**config.mk**
```make
export PLATFORM = sky130hd
export DESIGN_NAME = pipe_stage_buf
export DESIGN_NICKNAME = d
export VERILOG_FILES = /design/src/rtl/pipe_stage_buf.sv
export SDC_FILE = /design/constraint.sdc
export NUM_CORES = 1
export LEC_CHECK = 0
export ABC_AREA = 1
export BUFFER_PORTS_ARGS = -buffer_cell sky130_fd_sc_hd__buf_4
export CELL_PAD_IN_SITES_DETAIL_PLACEMENT = 1
export CELL_PAD_IN_SITES_GLOBAL_PLACEMENT = 1
export CORE_ASPECT_RATIO = 1.75
export CORE_UTILIZATION = 43
export CTS_CLUSTER_SIZE = 30
export DETAILED_ROUTE_END_ITERATION = 10
export PLACE_DENSITY = 0.84
export SYNTH_ARGS = -nofsm -noshare
export SYNTH_HDL_FRONTEND = slang
export SYNTH_SLANG_ARGS = --single-unit
```
**constraint.sdc**
```tcl
create_clock -name clk -period 4.2 [get_ports clk]
set_clock_uncertainty 0.2 [all_clocks]
set_input_delay 0.84 -clock clk [delete_from_list [all_inputs] [get_ports clk]]
set_output_delay 0.84 -clock clk [all_outputs]
set_load 0.03 [all_outputs]
```
**src/rtl/pipe_stage_buf.sv**
```systemverilog
// Elastic pipeline stage register: valid/ready handshake with a 2-entry skid buffer,
// synchronous flush into bubbles, and a saturating downstream-stall counter.
module pipe_stage_buf #(
    parameter int CTRL_W     = 8,
    parameter int DATA_W     = 128,
    parameter bit CLEAR_DATA = 1'b1,
    parameter int CNT_W      = 16
) (
    input  logic              clk,
    input  logic              reset,
    input  logic              flush,
    input  logic              in_valid,
    output logic              in_ready,
    input  logic [CTRL_W-1:0] in_ctrl,
    input  logic [DATA_W-1:0] in_data,
    output logic              out_valid,
    input  logic              out_ready,
    output logic [CTRL_W-1:0] out_ctrl,
    output logic [DATA_W-1:0] out_data,
    output logic [1:0]        occupancy,
    output logic [CNT_W-1:0]  stall_cnt
);

    // Handshake: an entry moves on a port only in a cycle where valid and ready are
    // both high at the rising edge; valid never waits on ready, and in_ready is a pure
    // function of the state register, so out_ready has no combinational path upstream.
    typedef enum logic [1:0] {
        ST_EMPTY = 2'd0,
        ST_ONE   = 2'd1,
        ST_TWO   = 2'd2
    } state_t;

    state_t            r_state;
    state_t            w_state_nxt;
    logic [CTRL_W-1:0] r_main_ctrl;
    logic [DATA_W-1:0] r_main_data;
    logic [CTRL_W-1:0] r_skid_ctrl;
    logic [DATA_W-1:0] r_skid_data;
    logic [CNT_W-1:0]  r_stall_cnt;

    logic w_in_fire;
    logic w_out_fire;
    logic w_load_main_in;
    logic w_load_main_skid;
    logic w_load_skid;
    logic w_clear_skid;

    assign out_valid  = (r_state != ST_EMPTY);
    assign in_ready   = (r_state != ST_TWO);
    assign w_in_fire  = in_valid & in_ready;
    assign w_out_fire = out_valid & out_ready;

    assign out_ctrl   = r_main_ctrl;
    assign out_data   = r_main_data;
    assign occupancy  = r_state;
    assign stall_cnt  = r_stall_cnt;

    always_ff @(posedge clk or negedge reset) begin
        if (!reset) begin
            r_state <= ST_EMPTY;
        end else begin
            r_state <= w_state_nxt;
        end
    end

    always_comb begin
        w_state_nxt      = r_state;
        w_load_main_in   = 1'b0;
        w_load_main_skid = 1'b0;
        w_load_skid      = 1'b0;
        w_clear_skid     = 1'b0;
        if (flush) begin
            // Anything accepted this cycle is squashed along with the held entries.
            w_state_nxt = ST_EMPTY;
        end else begin
            case (r_state)
                ST_EMPTY: begin
                    if (w_in_fire) begin
                        w_state_nxt    = ST_ONE;
                        w_load_main_in = 1'b1;
                    end
                end
                ST_ONE: begin
                    case ({w_in_fire, w_out_fire})
                        2'b11: begin
                            w_load_main_in = 1'b1;
                        end
                        2'b10: begin
                            w_state_nxt = ST_TWO;
                            w_load_skid = 1'b1;
                        end
                        2'b01: begin
                            w_state_nxt = ST_EMPTY;
                        end
                        default: begin
                            w_state_nxt = ST_ONE;
                        end
                    endcase
                end
                ST_TWO: begin
                    if (w_out_fire) begin
                        w_state_nxt      = ST_ONE;
                        w_load_main_skid = 1'b1;
                        w_clear_skid     = 1'b1;
                    end
                end
                default: begin
                    w_state_nxt = ST_EMPTY;
                end
            endcase
        end
    end

    always_ff @(posedge clk or negedge reset) begin
        if (!reset) begin
            r_main_ctrl <= '0;
            r_main_data <= '0;
            r_skid_ctrl <= '0;
            r_skid_data <= '0;
        end else if (flush) begin
            r_main_ctrl <= '0;
            r_skid_ctrl <= '0;
            if (CLEAR_DATA) begin
                r_main_data <= '0;
                r_skid_data <= '0;
            end
        end else begin
            if (w_load_main_in) begin
                r_main_ctrl <= in_ctrl;
                r_main_data <= in_data;
            end else if (w_load_main_skid) begin
                r_main_ctrl <= r_skid_ctrl;
                r_main_data <= r_skid_data;
            end
            if (w_load_skid) begin
                r_skid_ctrl <= in_ctrl;
                r_skid_data <= in_data;
            end else if (w_clear_skid) begin
                r_skid_ctrl <= '0;
                r_skid_data <= '0;
            end
        end
    end

    // Counts flush cycles too; only reset clears it.
    always_ff @(posedge clk or negedge reset) begin
        if (!reset) begin
            r_stall_cnt <= '0;
        end else if (out_valid && !out_ready && (r_stall_cnt != {CNT_W{1'b1}})) begin
            r_stall_cnt <= r_stall_cnt + CNT_W'(1);
        end
    end

endmodule

```
======== After elaboration in Yosys (flattened, before gate mapping) ========
Cells that the tools add are included.
cells by class
  $add $sub $neg .......................... 1
  equal/unequal tests ..................... 10
  muxes and demuxes ....................... 27
  bitwise gates (word level) .............. 2
  reductions and logical operators ........ 8
operators by type and width
  cell                   number
  $mux 128               6
  $mux 8                 6
  $add 16x1->16 const B  1
  $ne 16x16->1 const B   1
  $pmux 2 s3             2
  $mux 1                 9
  $ne 3x3->1 const B     3
  $eq 2x2->1 const B     3
  $mux 2                 3
  $reduce_bool 3->1      2
  $eq 2x1->1 const B     2
  $reduce_and 3->1       1
  $and 1x1->1            2
  $logic_and 1x1->1      2
  $logic_not 2->1        1
  $ne 2x2->1 const B     1
  $pmux 1 s2             1
  $reduce_bool 2->1      1
  $logic_not 1->1        1
word-level totals
  flip-flop bits (word level) ............. 290
  input bits .............................. 141
  logic and storage cells ................. 54

======== Logic depth before layout (Yosys ltp) ========
  depth in word-level cells ............... 8
  gate-level depth with buffers ........... 9
  mapped depth without buffers ............ 8

======== Least setup slack after synthesis ========
Ideal clock, no wire load.
  path type ............................... input to register
  start ................................... input port in_valid
  end ..................................... register r_skid_data[100]
  arrival ................................. 1.714 ns
  path slack .............................. 2.153 ns
  stages .................................. 6
  path buffers ............................ 2
  path through ............................ inv_1 nor2_2 nand4_1 clkbuf_1 clkbuf_1 o22ai_1
between the ends
  cells in the longest elaborated chain, start to end .. 7
ends and longest elaborated chain
  what                  RTL line  RTL
  start, declared       12        input logic in_valid,
  $and 1x1->1 (*)       50        assign w_in_fire = in_valid & in_ready;
  $eq 2x2->1 (*)        84        case ({w_in_fire, w_out_fire})
  $mux 1 (*)            84
  $mux 1 (*)            76        case (r_state)
  $mux 1 (*)            72        if (flush) begin
  $mux 128              135       if (w_load_skid) begin
  $mux 128              120       end else if (flush) begin
  end signal, assigned  137       r_skid_data <= in_data;
  end, declared         38        logic [DATA_W-1:0] r_skid_data;
Every way passes the cells marked *; elsewhere a longest branch is shown, timed or not.
A chain may end at the register's enable or synchronous reset.

======== Final worst setup path ========
  start ................................... register r_state[1] (netlist: occupancy[1])
  end ..................................... output port out_valid
between the ends
  cells in the longest elaborated chain, start to end .. 1
ends and longest elaborated chain
  what                    RTL line  RTL
  start, declared         33        state_t r_state;
  start signal, assigned  62        r_state <= w_state_nxt;
  $reduce_bool 2->1       48        assign out_valid = (r_state != ST_EMPTY);
  end, declared           16        output logic out_valid,
No other way between the ends.

==> key figures <==
Die
  • Num rows: 82
  • DIE AREA: 0.03028 mm2
  • Chip width: 132.0 um
  • Initial Util: 0.4410
  • Ports: 297
  • Core ar.: 0.02883 mm2
  • Die Ht: 229.5 um

Synth
  • Synth warn: 0
  • Synth unique cells: 24
  • Sequential area share after synthesis: 0.5708
  • Post-synthesis mux area share: 0
  • Area share of fa/ha/maj cells after synthesis: 0.0009842
  • Mapped Cells: 1481
  • Xor and xnor fraction of the mapped netlist area: 0.004822
  • Syn Area/Cell: 8.584 um2
  • Yosys reg bits: 290
  • Simple-Gate Fraction of Synth Area: 0.1568
  • Main combinational cell family by area after synthesis: simple AND/OR/NAND/NOR gates
  • Post-synth design cell area: 0.01271 mm2
  • Area fraction in compound gates after synthesis: 0.1395
  • Post-Syn Nets: 1623

Routing
  • DRC viols: 0
  • Avg WL per Cell: 18.67 um
  • Vias post-DR: 11310
  • First drt pass iteration count: 5
  • ANT nets after route: 0
  • WL final: 39.81 mm
  • DRT iter0 DRCs: 766
  • Vias/cell: 5.304

CTS
  • Clock transition at the registers of the reported paths: 0.06 ns
  • Clk sinks: 290
  • Worst skew pair latency: 0.53 ns
  • Post-cts sizing count: 0
  • Cts-stage hold buffer count: 0
  • Post-CTS setup buffers: 0
  • Clock Root Buffer: clkbuf_16
  • Clk buf depth: 3
  • TritonCTS Buffers: 27
  • H-tree depth: 1
  • TritonCTS clock tree: done

Timing
  • Slew Viols, Final: 0
  • Fmax: 0.4044 GHz
  • Rel. slew slack: 0.3749
  • Final Cycle Share: 0.5888
  • Fin crit period: 2.473 ns
  • Final setup vio count: 0
  • Worst slew pin tran: 0.9376 ns
  • RSZ-0062 raised after global routing: false
  • Setup TNS: 0 ns
  • Final Hold Fails: 0

Finish
  • Antenna Cells: 0
  • Commonest non-fill, non-tap cells in the layout: nand2_1, buf_4, dfrtp_1, inv_1, o22ai_1
  • Nets: 1878
  • Area growth, synth to finish: 26.19%
  • Commonest non-fill, non-tap cell in the layout: nand2_1
  • Layout cells sized above 1: 0.2109
  • Non-Filler Instances: 2132
  • Post-route cell area: 0.01604 mm2
  • Filler cell count: 3445

Worst setup path
  • FF-to-FF path depth: 7
  • CP Class: reg -> out
  • Critical path's slowest cell: dfrtp_1
  • CP Buf/Inv Count: 2
  • Delay-heaviest family, CP: flip-flops
  • WP data arrival: 1.43 ns
  • Crit path required time: 3.16 ns
  • Worst-path fanout max: 7
  • Slowest stage delay, CP: 0.48 ns
  • Reg-to-Reg End: out_data[78]
  • Register-to-register setup slack: 1.75 ns
  • Startpoint types: flop
  • Crit Reg-Reg Startpoint: occupancy[1]
  • CP Capture Type: primary output
  • Crit path cell chain: nor2_1 -> inv_1 -> buf_4

Power and ir drop
  • Leakage: 8.612 nW
  • Pwr/cell area: 409.2 mW/mm2
  • Maximum VDD drop: 0.3627 mV

Global route
  • Vias in the first global route: 12400
  • Antenna violations before repair: 0
  • Gr ovfl total: 0
  • Tot GR Track Use: 0.2669
  • Largest net degree at the start of global routing: 137
  • First-pass GRT wire length: 64.65 mm

Placed design
  • Port bufs: 296
  • Placed Instances: 2085
  • Final GP Congestion: 0.7971
  • Placed instance area: 0.01518 mm2
  • Dpl hpwl: 26.41 mm

Run status
  • Run status: complete, no violations

Worst hold path
  • Hold crit path type: in -> async

Run
  • Max Cap Viol: 0
## cells by family after synthesis
kind of cell    after synthesis
compound gates              284
xor+xnor                      7
fa+ha+maj                     1
buf+inv                     380
flops                       290
simple gates                519
## per-stage QoR
stage               hold slack [ns]  power, mW  worst slack [ns]  utilization
floorplan                    0.2909      3.698             2.153            -
finish                       0.2074      6.564             1.727       0.5565
global placement             0.2643      4.184             1.403       0.5265
global route                 0.2736      6.831             1.499       0.5565
CTS                          0.2265      6.642             1.711       0.5565
detailed placement           0.2671      4.219             1.321       0.5265
## worst register-to-register path, stage by stage (launching register included)
cell and delay, ns:
dfrtp_1 0.48, nor2_2 0.25, nand2_1 0.18, nand2_4 0.39, buf_4 0.52, o22ai_1 0.16, nand2_1 0.10, nand2_1 0.06
## sequential cells by signal (all words and copies together), names as in the netlist
name         count
out_data       128
r_skid_data    128
stall_cnt       16
out_ctrl         8
r_skid_ctrl      8
occupancy        2
## Yosys cell counts (all sizes together)
master | instances | area [um2]
xnor2 | 7 | 61.31
dfrtp | 290 | 7257
clkbuf | 9 | 33.78
nor3b | 1 | 7.510
a21oi | 1 | 5.000
o22ai | 272 | 1702
a211oi | 1 | 7.510
inv | 290 | 1089
nand2 | 481 | 1810
o21ai | 8 | 43.79
o31ai | 2 | 15.01
nor2 | 22 | 87.58
and2b | 1 | 7.510
nand3 | 7 | 35.03
nand4 | 6 | 37.54
buf | 81 | 494.2
ha | 1 | 12.51
nand3b | 1 | 7.510
## worst max path at each step
stage            startpoint               end  slack [ns]  cells after the start
4_1_cts        occupancy[1]         out_valid        1.71                      3
6_report       occupancy[1]         out_valid        1.73                      3
2_1_floorplan      in_valid  r_skid_data[100]        2.15                      6
5_1_grt        stall_cnt[0]     stall_cnt[10]        1.50                      8
3_3_place_gp       in_valid       out_ctrl[1]        1.40                      9
3_5_place_dp       in_valid      out_data[10]        1.32                      9
## cell type report
type / instances / area (um2) / area share
multi-input combinational: 811 / 3879 / 0.2418
clock buffer: 41 / 828.3 / 0.05163
clock inverter: 6 / 35.03 / 0.002184
timing repair buffer: 316 / 2480 / 0.1546
tap: 378 / 473.0 / 0.02948
sequential: 290 / 7257 / 0.4523
inverter: 290 / 1091 / 0.06801
## metal layers
metal,up-vias,share of wire,track usage
met5,-,0,0
met4,0,0.034,0.1021
met3,74,0.052,0.04073
met2,332,0.52,0.4737
met1,5700,0.40,0.3236
li1,5203,-,-
## power breakdown
part | internal (mW) | switching (mW) | total, mW
registers | 2.94 | 0.114 | 3.05
logic | 0.384 | 0.726 | 1.11
clock network | 1.35 | 1.05 | 2.40
total | 4.67 | 1.89 | 6.56
Note: power is estimated with default switching activity, not from simulation.
